`src/rtl/uart_pkg.sv`:
```
// Shared UART definitions: receiver state encoding, parity modes and baud defaults.
package uart_pkg;

  typedef enum logic [2:0] {
    ST_IDLE,
    ST_START,
    ST_DATA,
    ST_PARITY,
    ST_STOP,
    ST_BREAK_WAIT
  } uart_rx_state_t;

  localparam int unsigned PAR_NONE = 0;
  localparam int unsigned PAR_ODD  = 1;
  localparam int unsigned PAR_EVEN = 2;

  localparam int unsigned UART_CLKS_PER_BIT_115200 = 868;

endpackage

```
`src/rtl/uart_rx_stream_if.sv`:
```
// Receive-character stream: head of the RX FIFO with per-character error flags.
interface uart_rx_stream_if;

  logic [7:0] rd_data_o;
  logic       rd_frame_err_o;
  logic       rd_parity_err_o;
  logic       rd_valid_o;
  logic       rd_ready_i;

  modport master (
    output rd_data_o,
    output rd_frame_err_o,
    output rd_parity_err_o,
    output rd_valid_o,
    input  rd_ready_i
  );

  modport slave (
    input  rd_data_o,
    input  rd_frame_err_o,
    input  rd_parity_err_o,
    input  rd_valid_o,
    output rd_ready_i
  );

endinterface

```
`src/rtl/sync_fifo.sv`:
```
// First-word-fall-through synchronous FIFO; pop on empty is ignored, push on full only lands with a pop.
module sync_fifo #(
  parameter int unsigned WIDTH = 10,
  parameter int unsigned DEPTH = 16
) (
  input  logic                       clk,
  input  logic                       rst,
  input  logic                       push,
  input  logic [WIDTH-1:0]           wdata,
  input  logic                       pop,
  output logic [WIDTH-1:0]           rdata,
  output logic                       full,
  output logic                       empty,
  output logic [$clog2(DEPTH):0]     count
);

  localparam int unsigned AW = $clog2(DEPTH);

  logic [WIDTH-1:0] mem [DEPTH];
  logic [AW-1:0]    wptr;
  logic [AW-1:0]    rptr;
  logic             do_push;
  logic             do_pop;

  assign full    = (count == (AW+1)'(DEPTH));
  assign empty   = (count == '0);
  assign do_pop  = pop & ~empty;
  assign do_push = push & (~full | do_pop);
  assign rdata   = mem[rptr];

  always_ff @(posedge clk) begin
    if (do_push) mem[wptr] <= wdata;
  end

  always_ff @(posedge clk) begin
    if (rst) begin
      wptr  <= '0;
      rptr  <= '0;
      count <= '0;
    end else begin
      if (do_push) wptr <= wptr + 1'b1;
      if (do_pop)  rptr <= rptr + 1'b1;
      case ({do_push, do_pop})
        2'b10:   count <= count + 1'b1;
        2'b01:   count <= count - 1'b1;
        default: count <= count;
      endcase
    end
  end

endmodule

```
`src/rtl/uart_rx_stream.sv`:
```
// UART receiver with centre sampling, parity/stop checking, glitch rejection and a FWFT receive FIFO.
module uart_rx_stream
  import uart_pkg::*;
#(
  parameter int unsigned CLKS_PER_BIT = UART_CLKS_PER_BIT_115200,
  parameter int unsigned DATA_BITS    = 8,
  parameter int unsigned PARITY       = PAR_NONE,
  parameter int unsigned STOP_BITS    = 1,
  parameter int unsigned FIFO_DEPTH   = 16
) (
  input  logic                          clk,
  input  logic                          rst,
  input  logic                          rx_i,
  uart_rx_stream_if.master              rd,
  output logic                          overrun_o,
  input  logic                          clr_err_i,
  output logic [$clog2(FIFO_DEPTH):0]   fifo_count_o,
  output logic                          busy_o
);

  localparam int unsigned CW = $clog2(CLKS_PER_BIT);
  localparam logic [CW-1:0] HALF_M1 = CW'(CLKS_PER_BIT/2 - 1);
  localparam logic [CW-1:0] FULL_M1 = CW'(CLKS_PER_BIT - 1);
  localparam logic [2:0]    LAST_BIT = 3'(DATA_BITS - 1);
  localparam logic          LAST_STOP = 1'(STOP_BITS - 1);
  localparam logic          PAR_EXP = 1'(PARITY == PAR_ODD);

  uart_rx_state_t       state;
  logic                 rx_m;
  logic                 rx_s;
  logic [CW-1:0]        cnt;
  logic [2:0]           bit_idx;
  logic                 stop_idx;
  logic [DATA_BITS-1:0] data;
  logic                 par_err;
  logic                 frm_err;
  logic                 push_req;
  logic [DATA_BITS+1:0] push_word;
  logic [DATA_BITS+1:0] head;
  logic                 full;
  logic                 empty;
  logic [7:0]           data_out;

  always_ff @(posedge clk) begin
    if (rst) begin
      rx_m <= 1'b1;
      rx_s <= 1'b1;
    end else begin
      rx_m <= rx_i;
      rx_s <= rx_m;
    end
  end

  always_ff @(posedge clk) begin
    if (rst) begin
      state     <= ST_IDLE;
      cnt       <= '0;
      bit_idx   <= '0;
      stop_idx  <= 1'b0;
      data      <= '0;
      par_err   <= 1'b0;
      frm_err   <= 1'b0;
      push_req  <= 1'b0;
      push_word <= '0;
      busy_o    <= 1'b0;
    end else begin
      push_req <= 1'b0;
      busy_o   <= (state != ST_IDLE);
      case (state)
        ST_IDLE: begin
          cnt <= '0;
          if (!rx_s) state <= ST_START;
        end
        ST_START: begin
          if (cnt == HALF_M1) begin
            cnt <= '0;
            if (rx_s) begin
              state <= ST_IDLE;
            end else begin
              state   <= ST_DATA;
              bit_idx <= '0;
              par_err <= 1'b0;
              frm_err <= 1'b0;
            end
          end else begin
            cnt <= cnt + 1'b1;
          end
        end
        ST_DATA: begin
          if (cnt == FULL_M1) begin
            cnt  <= '0;
            // LSB arrives first, so after DATA_BITS right-shifts bit i sits at position i.
            data <= {rx_s, data[DATA_BITS-1:1]};
            if (bit_idx == LAST_BIT) begin
              state    <= (PARITY != PAR_NONE) ? ST_PARITY : ST_STOP;
              stop_idx <= 1'b0;
            end else begin
              bit_idx <= bit_idx + 1'b1;
            end
          end else begin
            cnt <= cnt + 1'b1;
          end
        end
        ST_PARITY: begin
          if (cnt == FULL_M1) begin
            cnt     <= '0;
            par_err <= (((^data) ^ rx_s) != PAR_EXP);
            state   <= ST_STOP;
          end else begin
            cnt <= cnt + 1'b1;
          end
        end
        ST_STOP: begin
          if (cnt == FULL_M1) begin
            cnt <= '0;
            if (!rx_s) frm_err <= 1'b1;
            if (stop_idx == LAST_STOP) begin
              push_req  <= 1'b1;
              push_word <= {par_err, frm_err | ~rx_s, data};
              state     <= rx_s ? ST_IDLE : ST_BREAK_WAIT;
            end else begin
              stop_idx <= 1'b1;
            end
          end else begin
            cnt <= cnt + 1'b1;
          end
        end
        ST_BREAK_WAIT: begin
          if (rx_s) state <= ST_IDLE;
        end
        default: state <= ST_IDLE;
      endcase
    end
  end

  sync_fifo #(
    .WIDTH (DATA_BITS + 2),
    .DEPTH (FIFO_DEPTH)
  ) u_fifo (
    .clk   (clk),
    .rst   (rst),
    .push  (push_req),
    .wdata (push_word),
    .pop   (rd.rd_ready_i),
    .rdata (head),
    .full  (full),
    .empty (empty),
    .count (fifo_count_o)
  );

  // Full implies valid, so a push is dropped exactly when the consumer is not popping.
  always_ff @(posedge clk) begin
    if (rst) begin
      overrun_o <= 1'b0;
    end else if (push_req && full && !rd.rd_ready_i) begin
      overrun_o <= 1'b1;
    end else if (clr_err_i) begin
      overrun_o <= 1'b0;
    end
  end

  always_comb begin
    data_out = '0;
    if (!empty) data_out[DATA_BITS-1:0] = head[DATA_BITS-1:0];
  end

  assign rd.rd_valid_o      = ~empty;
  assign rd.rd_data_o       = data_out;
  assign rd.rd_frame_err_o  = ~empty & head[DATA_BITS];
  assign rd.rd_parity_err_o = ~empty & head[DATA_BITS+1];

endmodule
```
`src/flat_wrapper.sv`:
```
// flat-port wrapper written by rule: the top's interface ports become plain ports
module uart_rx_stream_flat import uart_pkg::*;
#(
  parameter int unsigned CLKS_PER_BIT = UART_CLKS_PER_BIT_115200,
  parameter int unsigned DATA_BITS    = 8,
  parameter int unsigned PARITY       = PAR_NONE,
  parameter int unsigned STOP_BITS    = 1,
  parameter int unsigned FIFO_DEPTH   = 16
)
  (clk, rst, rx_i, overrun_o, clr_err_i, fifo_count_o, busy_o, rd_rd_data_o, rd_rd_frame_err_o, rd_rd_parity_err_o, rd_rd_valid_o, rd_rd_ready_i);
  uart_rx_stream_if rd_i ();
  input  logic clk;
  input  logic rst;
  input  logic rx_i;
  output logic overrun_o;
  input  logic clr_err_i;
  output logic [$clog2(FIFO_DEPTH):0] fifo_count_o;
  output logic busy_o;
  output wire logic [$bits(rd_i.rd_data_o)-1:0] rd_rd_data_o;
  output wire logic [$bits(rd_i.rd_frame_err_o)-1:0] rd_rd_frame_err_o;
  output wire logic [$bits(rd_i.rd_parity_err_o)-1:0] rd_rd_parity_err_o;
  output wire logic [$bits(rd_i.rd_valid_o)-1:0] rd_rd_valid_o;
  input wire logic [$bits(rd_i.rd_ready_i)-1:0] rd_rd_ready_i;
  assign rd_rd_data_o = rd_i.rd_data_o;
  assign rd_rd_frame_err_o = rd_i.rd_frame_err_o;
  assign rd_rd_parity_err_o = rd_i.rd_parity_err_o;
  assign rd_rd_valid_o = rd_i.rd_valid_o;
  assign rd_i.rd_ready_i = rd_rd_ready_i;
  uart_rx_stream #(.CLKS_PER_BIT(CLKS_PER_BIT), .DATA_BITS(DATA_BITS), .PARITY(PARITY), .STOP_BITS(STOP_BITS), .FIFO_DEPTH(FIFO_DEPTH)) u_core (.clk(clk), .rst(rst), .rx_i(rx_i), .rd(rd_i), .overrun_o(overrun_o), .clr_err_i(clr_err_i), .fifo_count_o(fifo_count_o), .busy_o(busy_o));
endmodule
```
`config.mk`:
```
export PLATFORM = sky130hd
export DESIGN_NAME = uart_rx_stream_flat
export DESIGN_NICKNAME = d
export VERILOG_FILES = /design/src/rtl/uart_pkg.sv /design/src/rtl/uart_rx_stream_if.sv /design/src/rtl/sync_fifo.sv /design/src/rtl/uart_rx_stream.sv /design/src/flat_wrapper.sv
export SDC_FILE = /design/constraint.sdc
export NUM_CORES = 1
export LEC_CHECK = 0
export CAP_MARGIN = 0
export CORE_AREA = 2 2 131 133
export CTS_BUF_LIST = sky130_fd_sc_hd__clkbuf_4 sky130_fd_sc_hd__clkbuf_8
export DETAILED_ROUTE_END_ITERATION = 8
export DIE_AREA = 0 0 133 135
export GPL_TIMING_DRIVEN = 0
export PLACE_DENSITY_LB_ADDON = 0.15
export REMOVE_ABC_BUFFERS = 1
export SETUP_SLACK_MARGIN = 0.05
export SYNTH_ARGS = -nofsm -noshare
export SYNTH_HDL_FRONTEND = slang
export SYNTH_SLANG_ARGS = --single-unit
export TNS_END_PERCENT = 100
```
`constraint.sdc`:
```
create_clock -name clk -period 2.7 [get_ports clk]
set_clock_uncertainty 0.2 [all_clocks]
set_input_delay 0.54 -clock clk [delete_from_list [all_inputs] [get_ports clk]]
set_output_delay 0.54 -clock clk [all_outputs]
set_load 0.02 [all_outputs]
```
# Yosys cells after proc, flatten, opt, wreduce, memory -nomap -nowiden
# Memories as Yosys holds them, arrays and structs flattened. A register that Yosys moved wholly into a read port is not among the register bits.
# Cells that the tools add are included.
dict set report totals {
  ff_bits 55
  latchBits 0
  mem_bits_rw 160
  rom_bits 0
  inputBits 5
  out_inout_bits 18
  wordCells 121
  n_memories 1
}
# name depth width rd rd_clocked_by_memory_dff wr line_no
set memory_table {}
lappend memory_table {u_core.u_fifo.mem 16 10 1 1 1 sync_fifo.sv:19} ;# logic [WIDTH-1:0] mem [DEPTH];
dict set report op_classes {
  add_sub_neg 6
  multipliers 0
  n_div 0
  n_lt_le_gt_ge 0
  eq_ne 22
  n_shift 0
  muxes 40
  bitwise 13
  reduce_logical 23
}
# op n
set ops {}
lappend ops {{$mux W3} 13}
lappend ops {{$pmux W10 S3} 1}
lappend ops {{$mux W10} 2}
lappend ops {{$pmux W3 S6} 1}
lappend ops {{$mux W1} 14}
lappend ops {{$ne A2 B1 Y1 const B} 6}
lappend ops {{$reduce_bool A2 Y1} 6}
lappend ops {{$add A10 B1 Y10 const B} 1}
lappend ops {{$eq A10 B10 Y1 const B} 1}
lappend ops {{$eq A10 B9 Y1 const B} 1}
lappend ops {{$ne A2 B2 Y1 const B} 5}
lappend ops {{$pmux W5 S2} 1}
lappend ops {{$reduce_and A5 Y1} 2}
lappend ops {{$eq A3 B3 Y1 const B} 3}
lappend ops {{$add A4 B1 Y4 const B} 2}
lappend ops {{$mux W4} 2}
lappend ops {{$mux W8} 1}
lappend ops {{$reduce_and A4 Y1} 2}
lappend ops {{$reduce_and A8 Y1} 1}
lappend ops {{$reduce_xor A8 Y1} 1}
lappend ops {{$eq A3 B2 Y1 const B} 2}
lappend ops {{$not A1 Y1} 6}
lappend ops {{$pmux W1 S2} 3}
lappend ops {{$pmux W3 S2} 1}
lappend ops {{other kinds (19)} 26}

# Depth between registers and ports, before layout
# Gate-level depths: netlist (run 1).
dict set report depth {
  depth_word 7
  ltp_mapped 10
  ltp_nobuf 10
}

# Hierarchy
# Synthesis (run 1) repeated with hierarchy kept, for this count alone.
dict set report hier_totals {
  hier_cells 600
  area_unflattened_um2 9092.5
}
# module instances cells_per_inst area_each_um2 seq_area_each_um2
set by_module_without_submodules {}
lappend by_module_without_submodules {sync_fifo 1 373 7054.3 5144.9}
lappend by_module_without_submodules {uart_rx_stream 1 227 2038.2 820.8}

# Worst setup path before layout (run 1)
# No wires, ideal clock.
dict set report synth_path {
  kind {register to register}
  from {register u_core.u_fifo.count[0]}
  to {register u_core.u_fifo.count[4]}
  setup_time_ns 0.074
  arrival_time_ns 2.396
  t_required_ns 2.426
  path_slack_ns 0.030
  stages_incl_launch_ff 11
  path_buffers 0
  synth_period_minus_slack_ns 2.670
  path_cell_list {dfxtp_1 -> nor4_2 -> nand2_1 -> nand2_1 -> nor2_1 -> ha_1 -> and3_1 -> o21ai_0 -> nor2_1 -> a211o_1 -> a31oi_1}
}
dict set report synth_via {
  elab_chain_len 7
  word_cells_on_any_way 13
  classes_between {add/sub (2); eq/ne (3); mux (1); bitwise (5); reduce/logical (2)}
}
# element line_no
set synth_lines {}
lappend synth_lines {{start: declaration} sync_fifo.sv:14} ;# output logic [$clog2(DEPTH):0] count
lappend synth_lines {{start signal: assignment} sync_fifo.sv:44} ;# 2'b10: count <= count + 1'b1;
lappend synth_lines {{start signal: assignment} sync_fifo.sv:45} ;# 2'b01: count <= count - 1'b1;
lappend synth_lines {{start signal: assignment} sync_fifo.sv:46} ;# default: count <= count;
lappend synth_lines {{$logic_not A5 Y1} sync_fifo.sv:26} ;# assign empty = (count == '0);
lappend synth_lines {{$not A1 Y1} sync_fifo.sv:27} ;# assign do_pop = pop & ~empty;
lappend synth_lines {{$and A1 B1 Y1} sync_fifo.sv:27}
lappend synth_lines {{$or A1 B1 Y1} sync_fifo.sv:28} ;# assign do_push = push & (~full | do_pop);
lappend synth_lines {{$and A1 B1 Y1} sync_fifo.sv:28}
lappend synth_lines {{$eq A2 B1 Y1 / $eq A2 B2 Y1 (equally long branches)} sync_fifo.sv:43} ;# case ({do_push, do_pop})
lappend synth_lines {{$pmux W5 S2 / $reduce_bool A2 Y1 (equally long branches)} --}
# Parallel ways exist; a longest one is shown, timed or not.
# A chain may end at the register's enable or synchronous reset.

==> summary.txt, run 1 <==
CTS Sinks - 218
Worst Path Arrival - 2.50 ns
Slew HR - 0.3840
Leakage - 3.546 nW
1st-iter DRT viols - 300
clock buffer depth - 3
total number of vias - 4,962
Fmax achieved - 308.9 MHz
Total Wirelength - 18,270 µm
period utilization - 1.199
Crit. End Element - primary output
CTS tree - built
Max H-tree Level - 2
register area share after synthesis - 0.6640
Internal - 6.688 mW
Final Util - 0.6529
Flop pwr share - 0.408
top cell type's share of synthesized area - 0.5347
worst min-delay path category - reg2reg
crit path time final - 3.237 ns
most frequent cells after synthesis - 160 x edfxtp_1, 61 x nor2_1, 58 x dfxtp_1
Worst-Skew Late Latency - 0.52 ns
synthesized flop and latch total - 218
cell area after synthesis - 8985 µm²
I/O pins - 23
Clk pin slew, worst setup/hold paths - 0.06 ns
Critical Path Start Type - flop
total power - 9.184 mW
antenna viol nets, final - 0
switching power - 2.496 mW
antenna violations before repair - 0
# DRC - 0
GRT overflow - 0
nets - 639
Post-Synthesis Cells - 556
violated checks - setup timing
initial core utilization - 0.5476
die width - 133 µm
Critical Path RT - 1.96 ns
largest net degree at the start of global routing - 52
yosys warns - 0
n_diodes - 0
Yosys cell types - 62
pwr dens - 857.3 nW/µm²
Min Hold Slack - 0.2126 ns
setup TNS - -4.959 ns
most frequent cell after synthesis - edfxtp_1
Hold Fails Final Rpt - 0
Avg Cell Area, Syn - 16.16 µm²
Post-CTS Hold Buffers - 0
Crit Path Class - reg2out
number of buffers created by CTS - 37
Area contributors post-synth - edfxtp_1 53%, dfxtp_1 13%, mux4_2 11%
# rows - 47
peak supply drop - 0.0006321 V
layout cell share with drive strength beyond 1 - 0.3220
drt first pass iters - 6
pins over their slew limit - 0
Clock power frac - 0.315
Finish-stage setup viols - 10
gpl congestion - 0.8439
hpwl dp - 10,370 µm
maxcap violations - 0
port bufs - 22
first-pass GRT wire length - 28,560 µm
die height - 135 µm
Final Worst Setup Slack - -0.5371 ns
DR WL/cell - 21.02 µm
GRT Resource Usage Total - 0.2114
Tightest Pin Transition - 0.9240 ns
RSZ-0062 raised after global routing - yes
Area growth, synth to finish - 19.23%
outcome - complete, but fails checks
Die ar. - 17,960 µm²
Synth area leader - edfxtp_1
Sw Share - 0.2717
vias in the first global route - 5,027
Critical Path Fanout Max - 5
flop2flop setup slack - 0.11 ns
Avg Vias per Cell - 5.710
most used flip-flop cell after synthesis - edfxtp_1
Combinational Power Share - 0.278
Async SR Flop Fraction - 0
Placeable Area - 16,410 µm²
clk root buf - clkbuf_8
EDFF count, synth - 160
cells in the final DEF, fill, tap and decap left out, types with 5 or more instances in the layout:
master           synthesis  routed
a21oi_1                  8       8
a31oi_1                  5       5
and2_4                   0      10
and3_1                   8       7
buf_12                   0       8
buf_4                    0      14
buf_6                    7      16
clkbuf_4                 0      16
clkbuf_8                 0      42
clkdlybuf4s50_1          0      10
dfxtp_1                 58      52
edfxtp_1               160     160
ha_1                    11      10
inv_1                    9       9
mux2i_1                 21      21
mux4_2                  42      48
nand2_1                 22      19
nand3_1                 10      10
nor2_1                  61      47
nor2_4                   0      12
o21ai_0                  7       5
o21ai_1                  6       7
xnor2_1                  9       9
xor2_1                   9       9
worst max-delay path, stage by stage, from the launching register on:
cell and delay (ns):
dfxtp_4 0.38, buf_12 0.12, buf_12 0.12, buf_16 0.13
mux4_2 0.50, mux4_2 0.46, and2_4 0.15, buf_6 0.12
logic make-up after synthesis:
logic type / count (synthesis) / synth area share
DFF: 218 / 0.6640
and+or+nand+nor: 150 / 0.08467
xor gates and xnor gates: 19 / 0.02005
AOI/OAI and AO/OA: 51 / 0.04067
adders and majority gates: 11 / 0.01532
muxes: 72 / 0.1533
buffers and inverters: 35 / 0.02200
flip-flops by register name, indices dropped and copies added (netlist names), named ones only:
signal,flops
u_core.u_fifo.mem,160
u_core.push_word,10
u_core.u_fifo.rptr,4
u_core.cnt,10
u_core.state,3
u_core.rx_s,1
u_core.bit_idx,3
u_core.push_req,1
u_core.overrun_o,1
u_core.busy_o,1
u_core.rx_m,1
u_core.u_fifo.count,5
u_core.par_err,1
u_core.frm_err,1
u_core.data,8
u_core.u_fifo.wptr,4
power by group through the flow:
stage	registers (mW)	clock network, mW	logic, mW
floorplan	3.91	0	1.04
global placement	3.95	0	1.57
detailed placement	3.93	0	1.60
CTS	3.74	2.95	2.50
global route	3.76	3.12	2.69
finish	3.75	2.89	2.55
worst paths after layout:
check	start	end	cells after the start
max	flop	rd_rd_data_o[1]	7
min	u_core.rx_m	u_core.rx_s	1
max reg2reg	u_core.u_fifo.count[3]	u_core.u_fifo.count[4]	12
min reg2reg	u_core.rx_m	u_core.rx_s	1
timing repair:
action	in CTS	in global routing
setup buffers	17	7
pin swaps	16	10
setup endpoints to repair	182	129
gates resized for setup	111	24
cloned	4	0
layout make-up:
cell class / instances / area, µm²
Multi-Input combinational cell: 303 / 3030
Tap cell: 220 / 275.3
Sequential cell: 218 / 5983
Clock buffer: 58 / 698.2
Inverter: 9 / 33.78
Clock inverter: 7 / 35.03
Timing Repair Buffer: 54 / 656.9
Fill cell: 1136 / 5694
routing by layer:
layer | routed length (µm) | GRT usage | part of all wire | vias to the layer above
met4 | 316 | 0.06452 | 0.017 | 0
met5 | 0 | 0 | 0 | -
met2 | 9558 | 0.3624 | 0.52 | 128
met3 | 1005 | 0.04167 | 0.055 | 28
met1 | 7386 | 0.2765 | 0.40 | 2511
li1 | - | - | - | 2295
metrics by stage:
stage          setup slack (ns)  cell area, µm²  cells
2_1_floorplan            -1.071            8821    530
3_3_place_gp             -2.368            9316    772
3_5_place_dp            -0.9867            9402    777
4_1_cts                 -0.6100           10600    863
5_1_grt                 -0.6295           10710    869
6_report                -0.5371           10710    869
Note: power is estimated with default switching activity, not from simulation.
==> inputs of run 2 (changes only) <==
==> constraint.sdc (replaced) <==
create_clock -name clk -period 2.7 [get_ports clk]
set_clock_uncertainty 0.2 [all_clocks]
set_input_delay 0.675 -clock clk [delete_from_list [all_inputs] [get_ports clk]]
set_output_delay 0.675 -clock clk [all_outputs]
set_load 0.02 [all_outputs]
==> summary.txt, run 2 (synthesis gave the netlist of run 1 again) <==
register area - 5983 µm² (unchanged)
Worst path top cell family by delay - multiplexers
period utilization - 1.250 (+0.05106)
vias in the first global route - 5,060 (+0.66%)
n_diodes - 0 (unchanged)
pwr dens - 870.8 nW/µm² (+1.6%)
violated checks - setup timing
Area growth, synth to finish - 19.68%
peak supply drop - 0.0006846 V (+8.3%)
CTS Sinks - 218 (unchanged)
antenna viol nets, final - 0 (unchanged)
Avg Vias per Cell - 5.726 (+0.28%)
Worst Path Buf+Inv - 4 (unchanged)
largest net degree at the start of global routing - 52 (unchanged)
Crit. End Element - primary output
Max H-tree Level - 2 (unchanged)
initial core utilization - 0.5476 (unchanged)
antenna violations before repair - 0 (unchanged)
die width - 133 µm (unchanged)
outcome - complete, but fails checks
hpwl dp - 10,370 µm (unchanged)
FILL cells - 1,124 (-1.1%)
Hold Fails Final Rpt - 0 (unchanged)
largest register by flop count - u_core.u_fifo.mem
Multi-input gate area - 3013 µm² (-0.58%)
layout cell share with drive strength beyond 1 - 0.3164 (-0.005676)
total number of vias - 4,970 (+0.16%)
clock buffer depth - 3 (unchanged)
biggest regs - u_core.u_fifo.mem x160, u_core.cnt x10, u_core.push_word x10
Slew HR - 0.3789 (-0.005034)
drt first pass iters - 5 (-1)
Finish-stage setup viols - 10 (unchanged)
Clk pin slew, worst setup/hold paths - 0.06 ns (about the same)
crit path max-delay cell type - mux4_2
Final Worst Setup Slack - -0.6749 ns (-0.1379 ns)
crit path time final - 3.375 ns (+0.1379 ns)
nets - 638 (-0.16%)
# DRC - 0 (unchanged)
worst min-delay path category - reg2reg
RSZ-0062 raised after global routing - yes
Critical Path Start Type - flop
GRT overflow - 0 (unchanged)
Fmax achieved - 296.3 MHz (-4.1%)
post-route insts no fill - 868 (-0.12%)
die height - 135 µm (unchanged)
max reg flops - 160 (unchanged)
clk root buf - clkbuf_8
Worst-Skew Late Latency - 0.52 ns (about the same)
first-pass GRT wire length - 28,660 µm (+0.36%)
crit-path cells - buf_12, buf_12, buf_16, mux4_2, mux4_2, and2_4, buf_6
placed cells - 777 (unchanged)
Total Wirelength - 18,230 µm (-0.23%)
maxcap violations - 0 (unchanged)
1st-iter DRT viols - 305 (+1.7%)
Crit Path Class - reg2out
Leakage - 3.577 nW (+0.87%)
Die ar. - 17,960 µm² (unchanged)
I/O pins - 23 (unchanged)
GRT Resource Usage Total - 0.2123 (+0.0008980)
Placeable Area - 16,410 µm² (unchanged)
Critical Path RT - 1.82 ns (-0.14 ns)
Critical Path Fanout Max - 5 (unchanged)
Worst path max stage delay - 0.50 ns (about the same)
commonest cells after routing, fill and taps aside - 160 x edfxtp_1, 52 x dfxtp_1, 49 x nor2_1
Tightest Pin Transition - 0.9316 ns (+0.007550 ns)
number of buffers created by CTS - 37 (unchanged)
pins over their slew limit - 0 (unchanged)
DR WL/cell - 21.00 µm (-0.11%)
Worst Path Arrival - 2.50 ns (about the same)
worst slack, placed - -1.122 ns (-0.1350 ns)
CTS tree - built
port bufs - 22 (unchanged)
gpl congestion - 0.8439 (unchanged)
most common cell after layout, fill and taps aside - edfxtp_1
# rows - 47 (unchanged)
==> run 2: path summary, 6_finish.rpt <==
| kind | cells after the start | startpoint | endpoint | slack (ns) |
|---|---|---|---|---|
| worst max-delay path | 7 | flop | rd_rd_data_o[1] | -0.67 |
| worst min-delay path | 1 | u_core.rx_m | u_core.rx_s | 0.21 |
| worst max register to register | 11 | u_core.u_fifo.count[2] | u_core.u_fifo.count[4] | 0.11 |
| worst min register to register | 1 | u_core.rx_m | u_core.rx_s | 0.21 |
==> run 2: worst register-to-register path: stages (launching register included) <==
cell and delay (ns):
dfxtp_4 0.37, nor4_4 0.37, clkbuf_16 0.21, nand2_8 0.06
nand2_4 0.09, nor2_1 0.04, ha_1 0.34, and3_4 0.19
o21ai_2 0.15, nor2_1 0.07, a211o_1 0.27, a31oi_1 0.13
==> run 2: layout make-up <==
type / instances / area share
sequential: 218 / 0.5564
multi-input combinational: 303 / 0.2802
timing repair buffer: 53 / 0.06644
clock buffer: 58 / 0.06493
tap: 220 / 0.02560
clock inverter: 7 / 0.003258
inverter: 9 / 0.003142
==> run 2: stage by stage <==
| stage | power (mW) | TNS, ns | util | hold slack (ns) | cell area (µm²) |
|---|---|---|---|---|---|
| 2_1_floorplan | 4.944 | -12.11 | - | 0.1895 | 8821 |
| 4_1_cts | 9.178 | -6.814 | 0.6508 | 0.2197 | 10680 |
| 3_5_place_dp | 5.528 | -161.38 | 0.5730 | 0.2042 | 9402 |
| 3_3_place_gp | 5.528 | -227.36 | 0.5678 | 0.1989 | 9316 |
| 5_1_grt | 9.750 | -7.049 | 0.6554 | 0.2251 | 10750 |
| 6_report | 9.364 | -6.263 | 0.6554 | 0.2126 | 10750 |
==> run 2: timing repair <==
| item | 4_1_cts | 5_1_grt |
|---|---|---|
| pin swaps | 14 | 6 |
| gates resized for setup | 119 | 18 |
| buffers inserted | 18 | 4 |
| hold buffers | 0 | 0 |
| gates cloned | 4 | 1 |
| setup endpoints to repair | 186 | 174 |
==> run 2: power breakdown <==
part	internal, mW	switching (mW)
combinational	1.58	1.16
sequential	3.63	0.122
clock	1.64	1.24
==> run 2: layer usage <==
metal,track usage,vias to the layer above,part of all wire
met5,0,-,0
met4,0.06332,0,0.019
met3,0.03979,30,0.049
met2,0.3653,125,0.52
met1,0.2785,2526,0.41
li1,-,2289,-
==> inputs of run 3 (changes only) <==
--- a/config.mk
+++ b/config.mk
@@ -7,11 +7,11 @@
 export LEC_CHECK = 0
 export CAP_MARGIN = 0
 export CORE_AREA = 2 2 131 133
-export CTS_BUF_LIST = sky130_fd_sc_hd__clkbuf_4 sky130_fd_sc_hd__clkbuf_8
+export CTS_BUF_LIST = sky130_fd_sc_hd__clkbuf_2 sky130_fd_sc_hd__clkbuf_4 sky130_fd_sc_hd__clkbuf_8
 export DETAILED_ROUTE_END_ITERATION = 8
 export DIE_AREA = 0 0 133 135
 export GPL_TIMING_DRIVEN = 0
-export PLACE_DENSITY_LB_ADDON = 0.15
+export PLACE_DENSITY = 0.74
 export REMOVE_ABC_BUFFERS = 1
 export SETUP_SLACK_MARGIN = 0.05
 export SYNTH_ARGS = -nofsm -noshare
==> summary.txt, run 3 (synthesis gave the netlist of run 1 again) <==
RSZ-0062 raised after global routing - yes
crit path time final - 3.393 ns (+0.01842 ns)
Clk pin slew, worst setup/hold paths - 0.06 ns (about the same)
Combinational Power Share - 0.287 (-0.006)
GRT overflow - 0 (unchanged)
switching power - 2.584 mW (+2.4%)
pwr dens - 861.3 nW/µm² (-1.1%)
I/O pins - 23 (unchanged)
gpl congestion - 0.8182 (-3.0%)
# DRC - 0 (unchanged)
RR Startpoint - u_core.u_fifo.count[1]
Avg Vias per Cell - 5.982 (+4.5%)
hpwl dp - 10,610 µm (+2.3%)
max reg flops - 160 (unchanged)
nets - 638 (unchanged)
n_diodes - 0 (unchanged)
maxcap violations - 0 (unchanged)
Worst Path Arrival - 2.52 ns (+0.02 ns)
GRT Resource Usage Total - 0.2099 (-0.002445)
DR WL/cell - 21.60 µm (+2.9%)
Critical Path RT - 1.82 ns (about the same)
Crit Path Class - reg2out
port bufs - 22 (unchanged)
Worst Hold Launch - u_core.rx_m
Clock power frac - 0.304 (-0.003)
outcome - complete, but fails checks
Final Worst Setup Slack - -0.6934 ns (-0.01842 ns)
biggest regs - u_core.u_fifo.mem x160, u_core.cnt x10, u_core.push_word x10
clk root buf - clkbuf_8
total number of vias - 5,174 (+4.1%)
period utilization - 1.257 (+0.006823)
met1 Usage GRT - 0.2686 (-0.009941)
peak supply drop - 0.0004417 V (-35%)
largest register by flop count - u_core.u_fifo.mem
Area growth, synth to finish - 18.72%
antenna viol nets, final - 0 (unchanged)
Hold Fails Final Rpt - 0 (unchanged)
met3 Track Usage GR - 0.05405 (+0.01426)
Internal - 6.603 mW (-3.5%)
Fmax achieved - 294.7 MHz (-0.54%)
Tightest Pin Transition - 0.9465 ns (+0.01488 ns)
Total Wirelength - 18,690 µm (+2.5%)
1st-iter DRT viols - 502 (+65%)
Slew HR - 0.3690 (-0.009920)
Max H-tree Level - 2 (unchanged)
number of buffers created by CTS - 36 (-2.7%)
initial core utilization - 0.5476 (unchanged)
placed cells - 777 (unchanged)
most common cell after layout, fill and taps aside - edfxtp_1
Finish-stage setup viols - 10 (unchanged)
pins over their slew limit - 0 (unchanged)
Worst-Skew Late Latency - 0.52 ns (about the same)
Die ar. - 17,960 µm² (unchanged)
commonest cells after routing, fill and taps aside - 160 x edfxtp_1, 54 x dfxtp_1, 49 x nor2_1, 49 x mux4_2, 38 x clkbuf_8
layout cell share with drive strength beyond 1 - 0.3070 (-0.009381)
Leakage - 3.526 nW (-1.4%)
violated checks - setup timing
Placeable Area - 16,410 µm² (unchanged)
met2 usage - 0.3529 (-0.01238)
Flop pwr share - 0.408 (+0.008)
clock buffer depth - 3 (unchanged)
worst slack, placed - -1.004 ns (+0.1180 ns)
die width - 133 µm (unchanged)
largest net degree at the start of global routing - 52 (unchanged)
Sw Share - 0.2812 (+0.01172)
Crit. End Element - primary output
FILL cells - 1,090 (-3.0%)
drt first pass iters - 5 (unchanged)
worst min-delay path category - reg2reg
# rows - 47 (unchanged)
vias in the first global route - 5,157 (+1.9%)
antenna violations before repair - 0 (unchanged)
CTS tree - built
first-pass GRT wire length - 28,660 µm (unchanged)
CTS Sinks - 218 (unchanged)
register area - 5981 µm² (about the same)
Critical Path Fanout Max - 5 (unchanged)
GR peak layer - met2
die height - 135 µm (unchanged)
total power - 9.187 mW (-1.9%)
post-route insts no fill - 865 (-0.35%)
Multi-input gate area - 3034 µm² (+0.71%)
flop2flop setup slack - 0.07 ns (-0.04 ns)
Critical Path Start Type - flop
-- run 3: cell types whose count changed in the layout (fill, tap and decap cells not counted), sizes merged --
| cell | previous run | this run |
|---|---|---|
| bufinv | 0 | 1 |
| nand2 | 22 | 23 |
| clkbuf | 60 | 50 |
| clkinvlp | 1 | 2 |
| clkinv | 6 | 8 |
| buf | 41 | 43 |
-- run 3: path summary, 6_finish.rpt --
check,end,cells after the start
max,rd_rd_data_o[7],6
min,u_core.rx_s,1
max reg2reg,u_core.u_fifo.count[4],11
min reg2reg,u_core.rx_s,1
-- run 3: layout make-up --
cell class,count,share of cell area
multi-input cells,304,0.2845
inverters,9,0.003167
well taps,220,0.02581
repair buffers,53,0.06076
clock buffers,50,0.05748
clock inverters,11,0.007625
flip-flops and latches,218,0.5607
-- run 3: repair_timing --
action	4_1_cts	5_1_grt
cloned	4	1
pin swaps	5	16
gates resized for setup	119	18
hold buffers	0	0
endpoints found under the setup margin	186	140
setup buffers	15	7
-- run 3: per-layer routing --
| layer | wire, µm | vias to the layer above |
|---|---|---|
| li1 | - | 2291 |
| met2 | 9595 | 205 |
| met5 | 0 | - |
| met4 | 417 | 0 |
| met1 | 7385 | 2642 |
| met3 | 1290 | 36 |
-- run 3: stage by stage --
step | area [µm²] | utilization | hold WS, ns | setup TNS (ns)
floorplan | 8821 | - | 0.1895 | -12.11
global placement | 9316 | 0.5678 | 0.1932 | -206.75
detailed placement | 9402 | 0.5730 | 0.1991 | -144.32
CTS | 10520 | 0.6413 | 0.2128 | -7.155
global route | 10670 | 0.6501 | 0.2249 | -7.366
finish | 10670 | 0.6501 | 0.2090 | -6.743
-- run 3: power by group through the flow --
stage	logic, mW	clock network [mW]	registers (mW)
6_report	2.64	2.80	3.75
2_1_floorplan	1.04	0	3.91
3_3_place_gp	1.57	0	3.95
4_1_cts	2.35	2.84	3.74
3_5_place_dp	1.63	0	3.93
5_1_grt	2.77	3.00	3.76
-- run 3: worst max-delay path: stages, from the launching register on --
cell,delay [ns]
dfxtp_4,0.41
buf_12,0.14
buf_12,0.13
mux4_2,0.53
mux4_2,0.50
and2_4,0.16
buf_6,0.12
